--- src/rtl/pwm_duty_capture.sv ---
// ---------------------------------------------------------------------------
// pwm_duty_capture
//
// Measures an incoming PWM waveform and reports its high time and its period
// (rising edge to rising edge), both in clk cycles. Used for loop-back
// self-test of the PWM LED driver and for reading external PWM dimming
// commands from a dedicated input pin.
//
// Parameters:
//   CNT_W        width of the high-time/period counters and result registers
//   SYNC_STAGES  number of flops in the pwm_in synchroniser (legal 2..4)
//
// Ports:
//   clk           system clock
//   rst           asynchronous, active-high reset
//   enable        measurement enable; low forces the FSM back to IDLE
//   pwm_in        asynchronous PWM input
//   high_cnt      last measured high time, in cycles
//   period_cnt    last measured period, in cycles
//   meas_valid    one-cycle pulse when high_cnt/period_cnt update
//   timeout       one-cycle pulse when a period exceeds the counter range
//   static_level  synchronised pwm_in level captured at the last timeout
//   busy          high while a measurement is in progress (HIGH or LOW)
//
// Optional feature, macro PWM_CAPTURE_DUTY_EN:
//   duty          floor(high_cnt*256/period_cnt), saturated to 255
//   duty_valid    one-cycle pulse 9 cycles after the meas_valid it belongs to
// With the macro undefined these ports and the divider do not exist.
// ---------------------------------------------------------------------------
module pwm_duty_capture #(
  parameter int unsigned CNT_W       = 8,
  parameter int unsigned SYNC_STAGES = 2
) (
  input  logic             clk,
  input  logic             rst,
  input  logic             enable,
  input  logic             pwm_in,
  output logic [CNT_W-1:0] high_cnt,
  output logic [CNT_W-1:0] period_cnt,
  output logic             meas_valid,
  output logic             timeout,
  output logic             static_level,
  output logic             busy
`ifdef PWM_CAPTURE_DUTY_EN
  ,
  output logic [7:0]       duty,
  output logic             duty_valid
`endif
);

  typedef enum logic [1:0] {
    S_IDLE,
    S_HIGH,
    S_LOW
  } state_t;

  localparam logic [CNT_W-1:0] CNT_MAX = '1;
  localparam logic [CNT_W-1:0] CNT_ONE = CNT_W'(1);

  // -------------------------------------------------------------------------
  // Input synchroniser and edge detection
  // -------------------------------------------------------------------------
  logic [SYNC_STAGES-1:0] sync_q;
  logic                   pwm_s;
  logic                   pwm_d;
  logic                   rise;
  logic                   fall;

  always_ff @(posedge clk or posedge rst) begin
    if (rst) begin
      sync_q <= '0;
      pwm_d  <= 1'b0;
    end else begin
      sync_q <= {sync_q[SYNC_STAGES-2:0], pwm_in};
      pwm_d  <= pwm_s;
    end
  end

  assign pwm_s = sync_q[SYNC_STAGES-1];
  assign rise  = pwm_s & ~pwm_d;
  assign fall  = ~pwm_s & pwm_d;

  // -------------------------------------------------------------------------
  // Measurement FSM
  // -------------------------------------------------------------------------
  state_t           state;
  logic [CNT_W-1:0] hcnt;
  logic [CNT_W-1:0] pcnt;
  logic [CNT_W-1:0] hcnt_inc;
  logic [CNT_W-1:0] pcnt_inc;

  // Both counters saturate at full scale instead of wrapping.
  assign hcnt_inc = (hcnt == CNT_MAX) ? hcnt : hcnt + CNT_ONE;
  assign pcnt_inc = (pcnt == CNT_MAX) ? pcnt : pcnt + CNT_ONE;

  assign busy = (state != S_IDLE);

  always_ff @(posedge clk or posedge rst) begin
    if (rst) begin
      state        <= S_IDLE;
      hcnt         <= '0;
      pcnt         <= '0;
      high_cnt     <= '0;
      period_cnt   <= '0;
      meas_valid   <= 1'b0;
      timeout      <= 1'b0;
      static_level <= 1'b0;
    end else begin
      meas_valid <= 1'b0;
      timeout    <= 1'b0;

      if (!enable) begin
        // Abandon any measurement in progress; results are left untouched
        // and a rise arriving in this same cycle is ignored.
        state <= S_IDLE;
        hcnt  <= '0;
        pcnt  <= '0;
      end else begin
        unique case (state)
          S_IDLE: begin
            if (rise) begin
              state <= S_HIGH;
              hcnt  <= CNT_ONE;
              pcnt  <= CNT_ONE;
            end else begin
              hcnt <= '0;
              pcnt <= '0;
            end
          end

          S_HIGH: begin
            // No rise can occur while high, so saturation is always a
            // timeout here; it outranks a coincident fall.
            if (pcnt == CNT_MAX) begin
              timeout      <= 1'b1;
              static_level <= pwm_s;
              state        <= S_IDLE;
              hcnt         <= '0;
              pcnt         <= '0;
            end else if (fall) begin
              // hcnt freezes on the fall cycle; the period keeps counting.
              state <= S_LOW;
              pcnt  <= pcnt_inc;
            end else begin
              hcnt <= hcnt_inc;
              pcnt <= pcnt_inc;
            end
          end

          S_LOW: begin
            // A closing rise wins over saturation, so a period of exactly
            // full scale is still reported as a valid measurement.
            if (rise) begin
              high_cnt   <= hcnt;
              period_cnt <= pcnt;
              meas_valid <= 1'b1;
              state      <= S_HIGH;
              hcnt       <= CNT_ONE;
              pcnt       <= CNT_ONE;
            end else if (pcnt == CNT_MAX) begin
              timeout      <= 1'b1;
              static_level <= pwm_s;
              state        <= S_IDLE;
              hcnt         <= '0;
              pcnt         <= '0;
            end else begin
              pcnt <= pcnt_inc;
            end
          end

          default: begin
            state <= S_IDLE;
            hcnt  <= '0;
            pcnt  <= '0;
          end
        endcase
      end
    end
  end

`ifdef PWM_CAPTURE_DUTY_EN
  // -------------------------------------------------------------------------
  // Duty-cycle divider: 8-step restoring division of high_cnt*256 by
  // period_cnt, one quotient bit per cycle. The remainder starts at high_cnt,
  // which never exceeds period_cnt; when they are equal every step yields a
  // 1 bit, so the 100% case lands on 255 without a separate clamp.
  // -------------------------------------------------------------------------
  logic [CNT_W-1:0] div_rem;
  logic [CNT_W-1:0] div_den;
  logic [7:0]       div_quo;
  logic [3:0]       div_left;
  logic [CNT_W:0]   rem_sh;
  logic             rem_ge;

  always_comb begin
    rem_sh = {div_rem, 1'b0};
    rem_ge = (rem_sh >= {1'b0, div_den});
  end

  always_ff @(posedge clk or posedge rst) begin
    if (rst) begin
      div_rem    <= '0;
      div_den    <= '0;
      div_quo    <= '0;
      div_left   <= '0;
      duty       <= '0;
      duty_valid <= 1'b0;
    end else begin
      duty_valid <= 1'b0;
      if (meas_valid) begin
        // A fresh measurement restarts any division still in flight.
        div_rem  <= high_cnt;
        div_den  <= period_cnt;
        div_quo  <= '0;
        div_left <= 4'd8;
      end else if (div_left != 4'd0) begin
        div_rem  <= CNT_W'(rem_ge ? (rem_sh - {1'b0, div_den}) : rem_sh);
        div_quo  <= {div_quo[6:0], rem_ge};
        div_left <= div_left - 4'd1;
        if (div_left == 4'd1) begin
          duty       <= {div_quo[6:0], rem_ge};
          duty_valid <= 1'b1;
        end
      end
    end
  end
`endif

endmodule
--- config.mk ---
export PLATFORM = sky130hd
export DESIGN_NAME = pwm_duty_capture
export DESIGN_NICKNAME = d
export VERILOG_FILES = /design/src/rtl/pwm_duty_capture.sv
export SDC_FILE = /design/constraint.sdc
export NUM_CORES = 1
export LEC_CHECK = 0
export BUFFER_PORTS_ARGS = -buffer_cell sky130_fd_sc_hd__buf_2
export CORE_MARGIN = 8
export CORE_UTILIZATION = 45
export CTS_CLUSTER_SIZE = 24
export DETAILED_ROUTE_END_ITERATION = 10
export GPL_TIMING_DRIVEN = 0
export HOLD_SLACK_MARGIN = 0.12
export PLACE_DENSITY = 0.63
export SYNTH_ARGS = -nofsm -noshare
export SYNTH_HDL_FRONTEND = slang
export SYNTH_SLANG_ARGS = --single-unit
--- constraint.sdc ---
create_clock -name clk -period 2.1 [get_ports clk]
set_input_delay 0.315 -clock clk [delete_from_list [all_inputs] [get_ports clk]]
set_output_delay 0.315 -clock clk [all_outputs]
set_load 0.02 [all_outputs]
Word level (Yosys, flattened, before mapping)
Cells that the tools add are included.
{"block": "op_classes", "n_addsub": 2, "eq_ne": 10, "mux": 29, "n_bitwise": 4, "reduce_logical": 7}
{"op": "$mux 8", "count": 9}
{"op": "$pmux 8 s3", "count": 2}
{"op": "$add 8x1->8 const B", "count": 2}
{"op": "$eq 8x8->1 const B", "count": 2}
{"op": "$ne 4x4->1 const B", "count": 4}
{"op": "$mux 2", "count": 6}
{"op": "$reduce_and 3->1", "count": 4}
{"op": "$mux 1", "count": 9}
{"op": "$pmux 2 s3", "count": 1}
{"op": "$pmux 1 s2", "count": 2}
{"op": "$reduce_bool 2->1", "count": 2}
{"op": "$ne 3x3->1 const B", "count": 1}
{"op": "$and 1x1->1", "count": 2}
{"op": "$eq 2x1->1 const B", "count": 1}
{"op": "$eq 2x2->1 const B", "count": 1}
{"op": "$logic_not 2->1", "count": 1}
{"op": "$ne 2x2->1 const B", "count": 1}
{"op": "$not 1->1", "count": 2}
{"block": "word_totals", "reg_bits": 40, "inputBits": 4, "out_inout_bits": 20, "wordCells": 62}

Longest topological paths before layout
Gate-level depths: netlist of the first run.
{"block": "depth", "depth_word": 6, "depth_mapped": 8, "ltp_nobuf": 7}

Worst setup path after synthesis of the first run
No wires, ideal clock.
{"block": "synth_timing", "path_kind": "reg2reg", "from": "register state[0]", "to": "register hcnt[0]", "setup_time_ps": 125, "arrival_ps": 1734, "t_required_ps": 1975, "setup_slack_ps": 241, "path_stages_with_launch": 7, "path_buffers": 1, "synth_period_minus_slack_ps": 1859, "path_cell_list": "dfrtp_1 > inv_1 > ha_1 > clkbuf_1 > nand2_1 > a311oi_4 > mux2_4"}
{"block": "synth_between", "elab_chain_len": 3, "word_cells_on_any_way": 9, "classes_between": "5 x eq/ne; 2 x mux; 2 x reduce/logical"}
{"element": "start: declaration", "line_no": "86", "rtl": "state_t state;"}
{"element": "start signal: assignment", "line_no": "100", "rtl": "state <= S_IDLE;"}
{"element": "start signal: assignment", "line_no": "115", "rtl": "state <= S_IDLE;"}
{"element": "start signal: assignment", "line_no": "122", "rtl": "state <= S_HIGH;"}
{"element": "$eq 2x1->1 (tied with other cells)", "line_no": "119", "rtl": "unique case (state)"}
{"element": "$ne 4x4->1 (no source line) or $pmux 8 s3 (tied branches)"}
{"element": "$reduce_and 3->1 (no source line) or $mux 8 (tied branches)"}
{"element": "end signal: assignment", "line_no": "145", "rtl": "hcnt <= hcnt_inc;"}
{"element": "end: declaration", "line_no": "87", "rtl": "logic [CNT_W-1:0] hcnt;"}
Parallel ways exist; a longest one is shown, timed or not.
A chain may end at the register's enable or synchronous reset.

Final worst setup path of the first run
{"block": "layout_timing", "from": "register state[0]", "to": "register hcnt[2]"}
Same word-level chain as after synthesis.

==> flow_summary.yaml, run 1 <==
outcome:
  status: "finished, final reports clean"
worst_setup_path:
  rr_endpoint: "hcnt[2]"
  critPathMaxFanout: 10
  critPathRequiredTime_ns: 2.31
  slowest_stage: "dfrtp_1"
  setup.worst_path.start: "state[0]"
  crit_path_start_kind: "flip-flop"
  ff2ff_setup_slack_ns: 0.17
  path_common_cell: "o21ai_0"
  endpoint_kind: "flip-flop"
  timing.rr.start: "state[0]"
  rr_worst_depth: 7
  slowest_delay_ns: 0.43
  cp.arrival_ns: 2.14
  crit_path_end: "hcnt[2]"
  critPathKind: "flip-flop to flip-flop"
  path_cells: "inv_1 > ha_1 > a21oi_1 > a311oi_4 > buf_4 > o21ai_0 > o21ai_0"
yosys:
  ys_types: 34
  syn_nets: 175
  synthFlopType: "dfrtp_1"
  syn_avg_cell_area_sq_um: 11.2
  ys_top_cells_by_count: "dfrtp_1, nor2_1, mux2_2"
  post-synth-top-count-cell: "dfrtp_1"
  yosys.area.top_type: "dfrtp_1"
  synth_top_area_share: 0.543
  synth_cells: 165
  ys_warn_count: 0
  ys_seq_area_frac: 0.543
  synthTopCellsByArea: "dfrtp_1, mux2_2, ha_1, nor2_1, nand2_1"
  synth_async_sr_flop_share: 1.00
  ys_ff_latch: 40
  synth_edf_count: 0
  syn-cell-area_sq_um: 1840
worst_hold_path:
  hold_path_class: "input port to async pin"
timing:
  hold_violations: 0
  period_share: 0.919
  worstMarginPinSlew_ns: 0.817
  slew_viol_final: 0
  period_minus_slack_ns: 1.93
  rsz0062_at_grt: "false"
  setup_viol: 0
  clock.fmax_mhz: 518
  clock-skew-final_ns: 0.00560
  whs_ns: 0.170
  slew_headroom: 0.454
clock_tree:
  clock_path_buffers: 2
  clk_pin_slew_worst_paths_ns: 0.08
  clock_latency_ns: 0.30
  numCtsBuffers: 5
  cts_sinks: 40
  root_buffer: "clkbuf_8"
  htree_num_levels: 2
  cts_tree: "yes"
finish:
  stdcell_count: 247
  antenna_cells: 0
  area_growth_pct: 16.1
  drive_above_1_share: 0.299
  finalNetCount: 207
floorplan:
  rows: 23
  die_y_microns: 80.0
  dieArea_sq_um: 6400
  ioPinCount: 24
  core_sq_um: 3970
  die_w_microns: 80.0
  initial_utilization: 0.464
route:
  drt_iter0_markers: 35
  ant_nets: 0
  drc_errors: 0
  vias_per_cell: 5.34
  firstDrtPassIters: 4
  routed_wl_mm: 3.68
  routedWlPerCell_microns: 14.9
  vias: 1320
power_and_ir_drop:
  vdd_drop_max_v: 0.000351
  powerDensity_nw_per_um2: 812
  p_leak_nw: 1.08
placement:
  numPortBuffers: 23
  place_hpwl_mm: 2.60
  gp_congestion: 0.799
  dp.cells: 238
global_routing:
  antenna_found_initial: 0
  grt_pass1_wl_mm: 6.41
  grt_pass1_vias: 1413
  grt_usage: 0.128
  gr-total-overflow: 0
  grt_max_degree: 41
job:
  maxCapViolations: 0
[flip-flops by register name, indices dropped and copies added, names as in the netlist]
| register | cells |
|---|---|
| meas_valid | 1 |
| sync_q | 2 |
| period_cnt | 8 |
| pcnt | 8 |
| pwm_d | 1 |
| state | 2 |
| hcnt | 8 |
| static_level | 1 |
| high_cnt | 8 |
| timeout | 1 |
[how the worst min path moves through the flow]
stage	cells after the start	from	end	slack [ns]
2_1_floorplan	0	sync_q[0]	sync_q[1]	0.33
3_3_place_gp	0	sync_q[0]	sync_q[1]	0.34
3_5_place_dp	0	sync_q[0]	sync_q[1]	0.34
4_1_cts	2	rst	high_cnt[5]	0.21
5_1_grt	2	rst	high_cnt[4]	0.26
6_report	2	rst	high_cnt[5]	0.17
[power breakdown]
part           leakage (nW)  internal [mW]  switching [mW]
clock network        0.0503          0.293           0.264
registers             0.549          0.812          0.0409
logic                 0.476          0.122           0.208
total                  1.08           1.23           0.512
[logic make-up after synthesis]
group,Yosys count,synth area share
AO/OA/AOI/OAI,26,0.0957
XOR/XNOR,6,0.0285
adder cells (fa/ha/maj),6,0.0407
buffers and inverters,11,0.0231
flip-flops,40,0.543
multiplexers,19,0.117
AND/OR/NAND/NOR,57,0.153
[layer usage]
layer | routed length, microns | share of wire | GRT usage
met1 | 1540 | 0.42 | 0.136
met4 | 67 | 0.018 | 0.0618
met3 | 189 | 0.051 | 0.0462
met2 | 1890 | 0.51 | 0.218
met5 | 0 | 0 | 0
[critical path: cells and delay by family, from the launching register on]
family | cells | cell delay [ns]
flops | 1 | 0.43
compound gates | 4 | 0.75
fa+ha+maj | 1 | 0.36
buf+inv | 2 | 0.29
[metrics by stage]
step | worst slack, ns | TNS, ns | cell area (sq um) | util | power (mW)
floorplan | 0.241 | 0 | 1840 | - | 1.10
global placement | 0.0124 | 0 | 2020 | 0.509 | 1.18
detailed placement | -0.00997 | -0.00997 | 2020 | 0.509 | 1.19
CTS | 0.0647 | 0 | 2140 | 0.540 | 1.75
global route | 0.00718 | 0 | 2140 | 0.539 | 1.82
finish | 0.170 | 0 | 2140 | 0.539 | 1.74
[layout make-up]
cell class / instances / area (sq um)
tap: 50 / 62.6
fill: 352 / 1830
timing repair buffer: 26 / 140
sequential: 40 / 1000
multi-input combinational: 114 / 803
buffer: 2 / 8.76
clock buffer: 7 / 96.3
inverter: 8 / 30.0
[timing repair]
action                                 4_1_cts  5_1_grt
endpoints found under the hold margin        1        0
setup endpoints to repair                    1       23
pin swaps                                    1        0
setup buffers                                2        0
resized for setup                            0        1
gates cloned                                 0        0
hold buffers                                 1        0
[cell usage in the layout, fill, tap and decap left out, types with 2 or more instances in the layout]
| cell type | n |
|---|---|
| dfrtp_1 | 40 |
| mux2_2 | 16 |
| inv_1 | 7 |
| mux2i_1 | 2 |
| nor2b_1 | 3 |
| nor2_1 | 17 |
| clkbuf_8 | 7 |
| buf_2 | 24 |
| nand2_1 | 15 |
| nand4_1 | 3 |
| o21ai_1 | 2 |
| a21oi_1 | 4 |
| o21ai_0 | 11 |
| ha_1 | 6 |
| nand2b_1 | 2 |
| nand3_2 | 2 |
| xor2_1 | 3 |
| xnor2_1 | 3 |
| o31ai_1 | 2 |
| nand3_1 | 7 |
| a31oi_1 | 2 |
| buf_4 | 2 |
No activity file was read; power rests on OpenSTA's default activity.
==> run 2, diff against run 1 <==
--- a/config.mk
+++ b/config.mk
@@ -5,6 +5,7 @@
 export SDC_FILE = /design/constraint.sdc
 export NUM_CORES = 1
 export LEC_CHECK = 0
+export ABC_CLOCK_PERIOD_IN_PS = 1700
 export BUFFER_PORTS_ARGS = -buffer_cell sky130_fd_sc_hd__buf_2
 export CORE_MARGIN = 8
 export CORE_UTILIZATION = 45
@@ -12,7 +13,7 @@
 export DETAILED_ROUTE_END_ITERATION = 10
 export GPL_TIMING_DRIVEN = 0
 export HOLD_SLACK_MARGIN = 0.12
-export PLACE_DENSITY = 0.63
+export PLACE_DENSITY = 0.65
 export SYNTH_ARGS = -nofsm -noshare
 export SYNTH_HDL_FRONTEND = slang
 export SYNTH_SLANG_ARGS = --single-unit
==> constraint.sdc (replaced) <==
create_clock -name clk -period 1.7 [get_ports clk]
set_input_delay 0.17 -clock clk [delete_from_list [all_inputs] [get_ports clk]]
set_output_delay 0.17 -clock clk [all_outputs]
set_load 0.02 [all_outputs]
==> run 2 against run 1 <==
- the run now ends with setup timing left
- first-iteration DRC count is 34% higher
- critical endpoint is now hcnt[0]
- die area is the same
- total power increased by 39%
- final cell count rose by 6.9%
- sequential power up 23%
==> flow_summary.yaml, run 2 (same netlist as run 1, synthesis figures left out) <==
clock_tree:
  clk_pin_slew_worst_paths_ns: 0.08
  clock_path_buffers: 2
  cts_sinks: 40
  root_buffer: "clkbuf_8"
  htree_num_levels: 2
  clock_latency_ns: 0.29
  cts_tree: "yes"
  numCtsBuffers: 5
worst_setup_path:
  critPathRequiredTime_ns: 1.88
  cp.arrival_ns: 1.90
  crit_path_start_kind: "flip-flop"
  rr_endpoint: "hcnt[0]"
  critPathKind: "flip-flop to flip-flop"
  setup.worst_path.start: "hcnt[1]"
  slowest_stage: "dfrtp_1"
  slowest_delay_ns: 0.41
  critPathMaxFanout: 4
  timing.rr.start: "hcnt[1]"
  rr_worst_depth: 5
  endpoint_kind: "flip-flop"
  ff2ff_setup_slack_ns: -0.01
  path_cells: "ha_4 > nand3_4 > or2_4 > a311oi_4 > mux2_4"
placement:
  gp_congestion: 0.865
  place_hpwl_mm: 2.61
  numPortBuffers: 23
  dpl_cell_area_sq_um: 2030
  dp_slack_ns: -0.221
  dp.cells: 238
route:
  vias: 1385
  ant_nets: 0
  firstDrtPassIters: 4
  routed_wl_mm: 3.98
  routedWlPerCell_microns: 15.1
  vias_per_cell: 5.25
  drt_iter0_markers: 47
  drc_errors: 0
timing:
  finalSetupTns_ns: -0.0122
  clock-skew-final_ns: 0.00942
  worstMarginPinSlew_ns: 0.836
  layout_setup_ws_ns: -0.0122
  slew_headroom: 0.442
  period_minus_slack_ns: 1.71
  slew_viol_final: 0
  period_share: 1.01
  setup_viol: 1
  rsz0062_at_grt: "true"
  clock.fmax_mhz: 584
  hold_violations: 0
  whs_ns: 0.216
global_routing:
  grt_max_degree: 41
  grt_usage: 0.134
  grt_pass1_vias: 1432
  gr-total-overflow: 0
  antenna_found_initial: 0
  grt_pass1_wl_mm: 6.76
finish:
  final_common_cell: "dfrtp_1"
  drive_above_1_share: 0.388
  fin_area_sq_um: 2390
  area_growth_pct: 29.9
  mostFrequentLayoutCells: "dfrtp_1, buf_2, nor2_1"
  finalNetCount: 223
  stdcell_count: 264
  antenna_cells: 0
floorplan:
  initial_utilization: 0.464
  rows: 23
  die_y_microns: 80.0
  ioPinCount: 24
  core_sq_um: 3970
  dieArea_sq_um: 6400
  die_w_microns: 80.0
power_and_ir_drop:
  vdd_drop_max_v: 0.000509
  powerDensity_nw_per_um2: 1010
  p_leak_nw: 1.18
worst_hold_path:
  min_path_cells: 3
  hold_path_class: "input port to flip-flop"
  min_to: "hcnt[6]"
  hp-start: "enable"
job:
  maxCapViolations: 0
outcome:
  violations: "setup timing"
  status: "complete, but fails checks"
run 2: cell type report:
type,instances,area (sq um)
inverters,8,30.0
flip-flops and latches,40,1000
multi-input cells,114,886
clock buffers,5,68.8
well taps,50,62.6
fillers,313,1580
clock inverters,3,42.5
repair buffers,42,275
plain buffers,2,28.8
run 2: what timing repair did:
item | in CTS | in global routing
hold buffers | 2 | 0
endpoints found under the setup margin | 23 | 23
resized for setup | 15 | 11
hold endpoints to repair | 41 | 0
pin swaps | 5 | 6
setup buffers | 14 | 3
run 2: metrics by stage:
stage | total power, mW | utilization
floorplan | 1.37 | -
global placement | 1.46 | 0.512
detailed placement | 1.49 | 0.512
CTS | 2.39 | 0.593
global route | 2.55 | 0.603
finish | 2.42 | 0.603
run 2: worst max-delay path by stage:
stage | end | slack [ns] | cells past startpoint
2_1_floorplan | hcnt[0] | -0.02 | 5
3_3_place_gp | hcnt[0] | -0.20 | 5
3_5_place_dp | hcnt[0] | -0.22 | 5
4_1_cts | hcnt[0] | -0.02 | 5
5_1_grt | hcnt[0] | -0.07 | 6
6_report | hcnt[0] | -0.01 | 5
run 2: where the power goes:
part           switching, mW  internal [mW]  total [mW]  leakage (nW)
logic                  0.323          0.271       0.593         0.574
clock network          0.339          0.434       0.773        0.0541
registers             0.0471           1.00        1.05         0.549
total                  0.708           1.71        2.42          1.18
run 2: worst max-delay path, delay by kind of cell (launching register included):
kind,cells,cell delay (ns)
multiplexers,1,0.34
AND/OR/NAND/NOR,2,0.32
adder cells (fa/ha/maj),1,0.18
flip-flops,1,0.41
AO/OA/AOI/OAI,1,0.36
run 2: metal layers:
metal / up-vias / global-route usage / part of all wire
li1: 664 / - / -
met1: 688 / 0.153 / 0.42
met2: 28 / 0.228 / 0.51
met3: 5 / 0.0439 / 0.054
met4: 0 / 0.0436 / 0.013
met5: - / 0 / 0
==> run 3, diff against run 2 <==
--- a/config.mk
+++ b/config.mk
@@ -5,7 +5,7 @@
 export SDC_FILE = /design/constraint.sdc
 export NUM_CORES = 1
 export LEC_CHECK = 0
-export ABC_CLOCK_PERIOD_IN_PS = 1700
+export ABC_CLOCK_PERIOD_IN_PS = 1620
 export BUFFER_PORTS_ARGS = -buffer_cell sky130_fd_sc_hd__buf_2
 export CORE_MARGIN = 8
 export CORE_UTILIZATION = 45
@@ -13,7 +13,7 @@
 export DETAILED_ROUTE_END_ITERATION = 10
 export GPL_TIMING_DRIVEN = 0
 export HOLD_SLACK_MARGIN = 0.12
-export PLACE_DENSITY = 0.65
+export PLACE_DENSITY = 0.63
 export SYNTH_ARGS = -nofsm -noshare
 export SYNTH_HDL_FRONTEND = slang
 export SYNTH_SLANG_ARGS = --single-unit
==> constraint.sdc (replaced) <==
create_clock -name clk -period 1.62 [get_ports clk]
set_input_delay 0.162 -clock clk [delete_from_list [all_inputs] [get_ports clk]]
set_output_delay 0.162 -clock clk [all_outputs]
set_load 0.02 [all_outputs]
==> run 3 against run 2 <==
- the flow still finishes with violations (setup timing)
- die area stayed put
- routed wire length is 2.9% lower
- sequential power is 5% higher
- cell area is 1.5% higher
- flip-flop and latch count stayed put
- combinational power is 12% higher
- setup slack worse by 0.067 ns
- total power is 1.8% higher
- final cell count is 0.38% lower
- register-to-register slack worse by 0.07 ns
==> flow_summary.yaml, run 3 (same netlist as run 1, synthesis figures left out) <==
power_and_ir_drop:
  powerDensity_nw_per_um2: 1010
  p_clk_frac: 0.282
  p_sw_mw: 0.770
  p_leak_nw: 1.17
  power_frac_seq: 0.449
  intPower_mw: 1.69
  vdd_drop_max_v: 0.000543
  switching_share: 0.313
  p_total_mw: 2.46
  power.share.combinational: 0.269
clock_tree:
  clk_pin_slew_worst_paths_ns: 0.08
  htree_num_levels: 2
  clock_latency_ns: 0.29
  root_buffer: "clkbuf_8"
  clock_path_buffers: 2
  cts_tree: "yes"
  numCtsBuffers: 5
  cts_sinks: 40
job:
  maxCapViolations: 0
global_routing:
  grt_max_degree: 41
  use_met3: 0.0349
  grt_usage: 0.134
  grt-busiest-layer: "met2"
  gr-usage-met1: 0.157
  gr-total-overflow: 0
  use_met2: 0.221
  antenna_found_initial: 0
  grt_pass1_vias: 1467
  grt_pass1_wl_mm: 6.77
worst_setup_path:
  cp.arrival_ns: 1.88
  crit_path_start_kind: "flip-flop"
  ff2ff_setup_slack_ns: -0.08
  rr_worst_depth: 5
  critPathMaxFanout: 3
  critPathKind: "flip-flop to flip-flop"
  rr_endpoint: "hcnt[0]"
  critPathRequiredTime_ns: 1.81
  endpoint_kind: "flip-flop"
  timing.rr.start: "hcnt[1]"
floorplan:
  dieArea_sq_um: 6400
  die_y_microns: 80.0
  ioPinCount: 24
  die_w_microns: 80.0
  initial_utilization: 0.464
  core_sq_um: 3970
  rows: 23
timing:
  layout_setup_ws_ns: -0.0788
  worstMarginPinSlew_ns: 0.813
  period_share: 1.05
  rsz0062_at_grt: "true"
  setup_viol: 6
  clock.fmax_mhz: 589
  hold_violations: 0
  clock-skew-final_ns: 0.0102
  period_minus_slack_ns: 1.70
  slew_viol_final: 0
  slew_headroom: 0.457
  finalSetupTns_ns: -0.194
placement:
  gp_congestion: 0.794
  numPortBuffers: 23
  place_hpwl_mm: 2.54
route:
  vias: 1383
  routedWlPerCell_microns: 14.7
  ant_nets: 0
  firstDrtPassIters: 4
  drt_iter0_markers: 62
  routed_wl_mm: 3.86
  drc_errors: 0
  vias_per_cell: 5.26
finish:
  utilization: 0.612
  final_common_cell: "dfrtp_1"
  area_growth_pct: 31.8
  drive_above_1_share: 0.451
  mostFrequentLayoutCells: "dfrtp_1, buf_2, mux2_2, nor2_1, buf_4"
  finalNetCount: 222
  antenna_cells: 0
  nFillCells: 314
outcome:
  violations: "setup timing"
  status: "complete, but fails checks"
worst_hold_path:
  hold_path_class: "input port to flip-flop"
  min_to: "hcnt[6]"
  min_path_cells: 3
  hp-start: "enable"
==> run 3: cell type report <==
cell class / count / area [sq um] / area share
Buffer: 2 / 26.3 / 0.0108
Clock buffer: 6 / 82.6 / 0.0340
Clock inverter: 2 / 15.0 / 0.00618
Inverter: 8 / 30.0 / 0.0124
Multi-Input combinational cell: 114 / 952 / 0.392
Sequential cell: 40 / 1000 / 0.413
Tap cell: 50 / 62.6 / 0.0257
Timing Repair Buffer: 41 / 259 / 0.107
==> run 3: worst max path at each step <==
| stage | from | to | slack (ns) |
|---|---|---|---|
| 2_1_floorplan | hcnt[0] | hcnt[0] | -0.1 |
| 3_3_place_gp | pcnt[0] | hcnt[0] | -0.28 |
| 3_5_place_dp | pcnt[0] | hcnt[0] | -0.29 |
| 4_1_cts | hcnt[0] | hcnt[0] | -0.06 |
| 5_1_grt | hcnt[1] | hcnt[2] | -0.12 |
| 6_report | hcnt[1] | hcnt[0] | -0.08 |
==> run 3: power groups by stage <==
stage	sequential (mW)	clock, mW	combinational [mW]
4_1_cts	1.09	0.712	0.597
6_report	1.10	0.694	0.662
2_1_floorplan	1.13	0	0.304
3_5_place_dp	1.13	0	0.430
3_3_place_gp	1.13	0	0.415
5_1_grt	1.11	0.757	0.730
==> run 3: worst max-delay path, cell delays in order (launching register included) <==
cell and delay [ns]:
dfrtp_1 0.40, ha_4 0.17, nand3_4 0.08, or2_4 0.24, a311oi_4 0.37, mux2_4 0.33
==> run 3: what timing repair did <==
action                                 4_1_cts  5_1_grt
gates resized for setup                     23       22
endpoints found under the hold margin       41        0
buffers inserted                            16        0
hold buffers                                 2        0
pin swaps                                    6        9
setup endpoints to repair                   25       21
==> run 3: stage by stage <==
step	area, sq um	worst slack [ns]	hold WS, ns	std cells
finish	2430	-0.0788	0.212	263
CTS	2340	-0.0584	0.196	263
global placement	2030	-0.282	0.272	238
detailed placement	2030	-0.292	0.275	238
floorplan	1860	-0.0975	0.193	165
global route	2430	-0.118	0.205	263
==> run 3: layer usage <==
metal | up-vias | part of all wire
li1 | 670 | -
met1 | 674 | 0.44
met2 | 30 | 0.49
met3 | 9 | 0.049
met4 | 0 | 0.020
met5 | - | 0
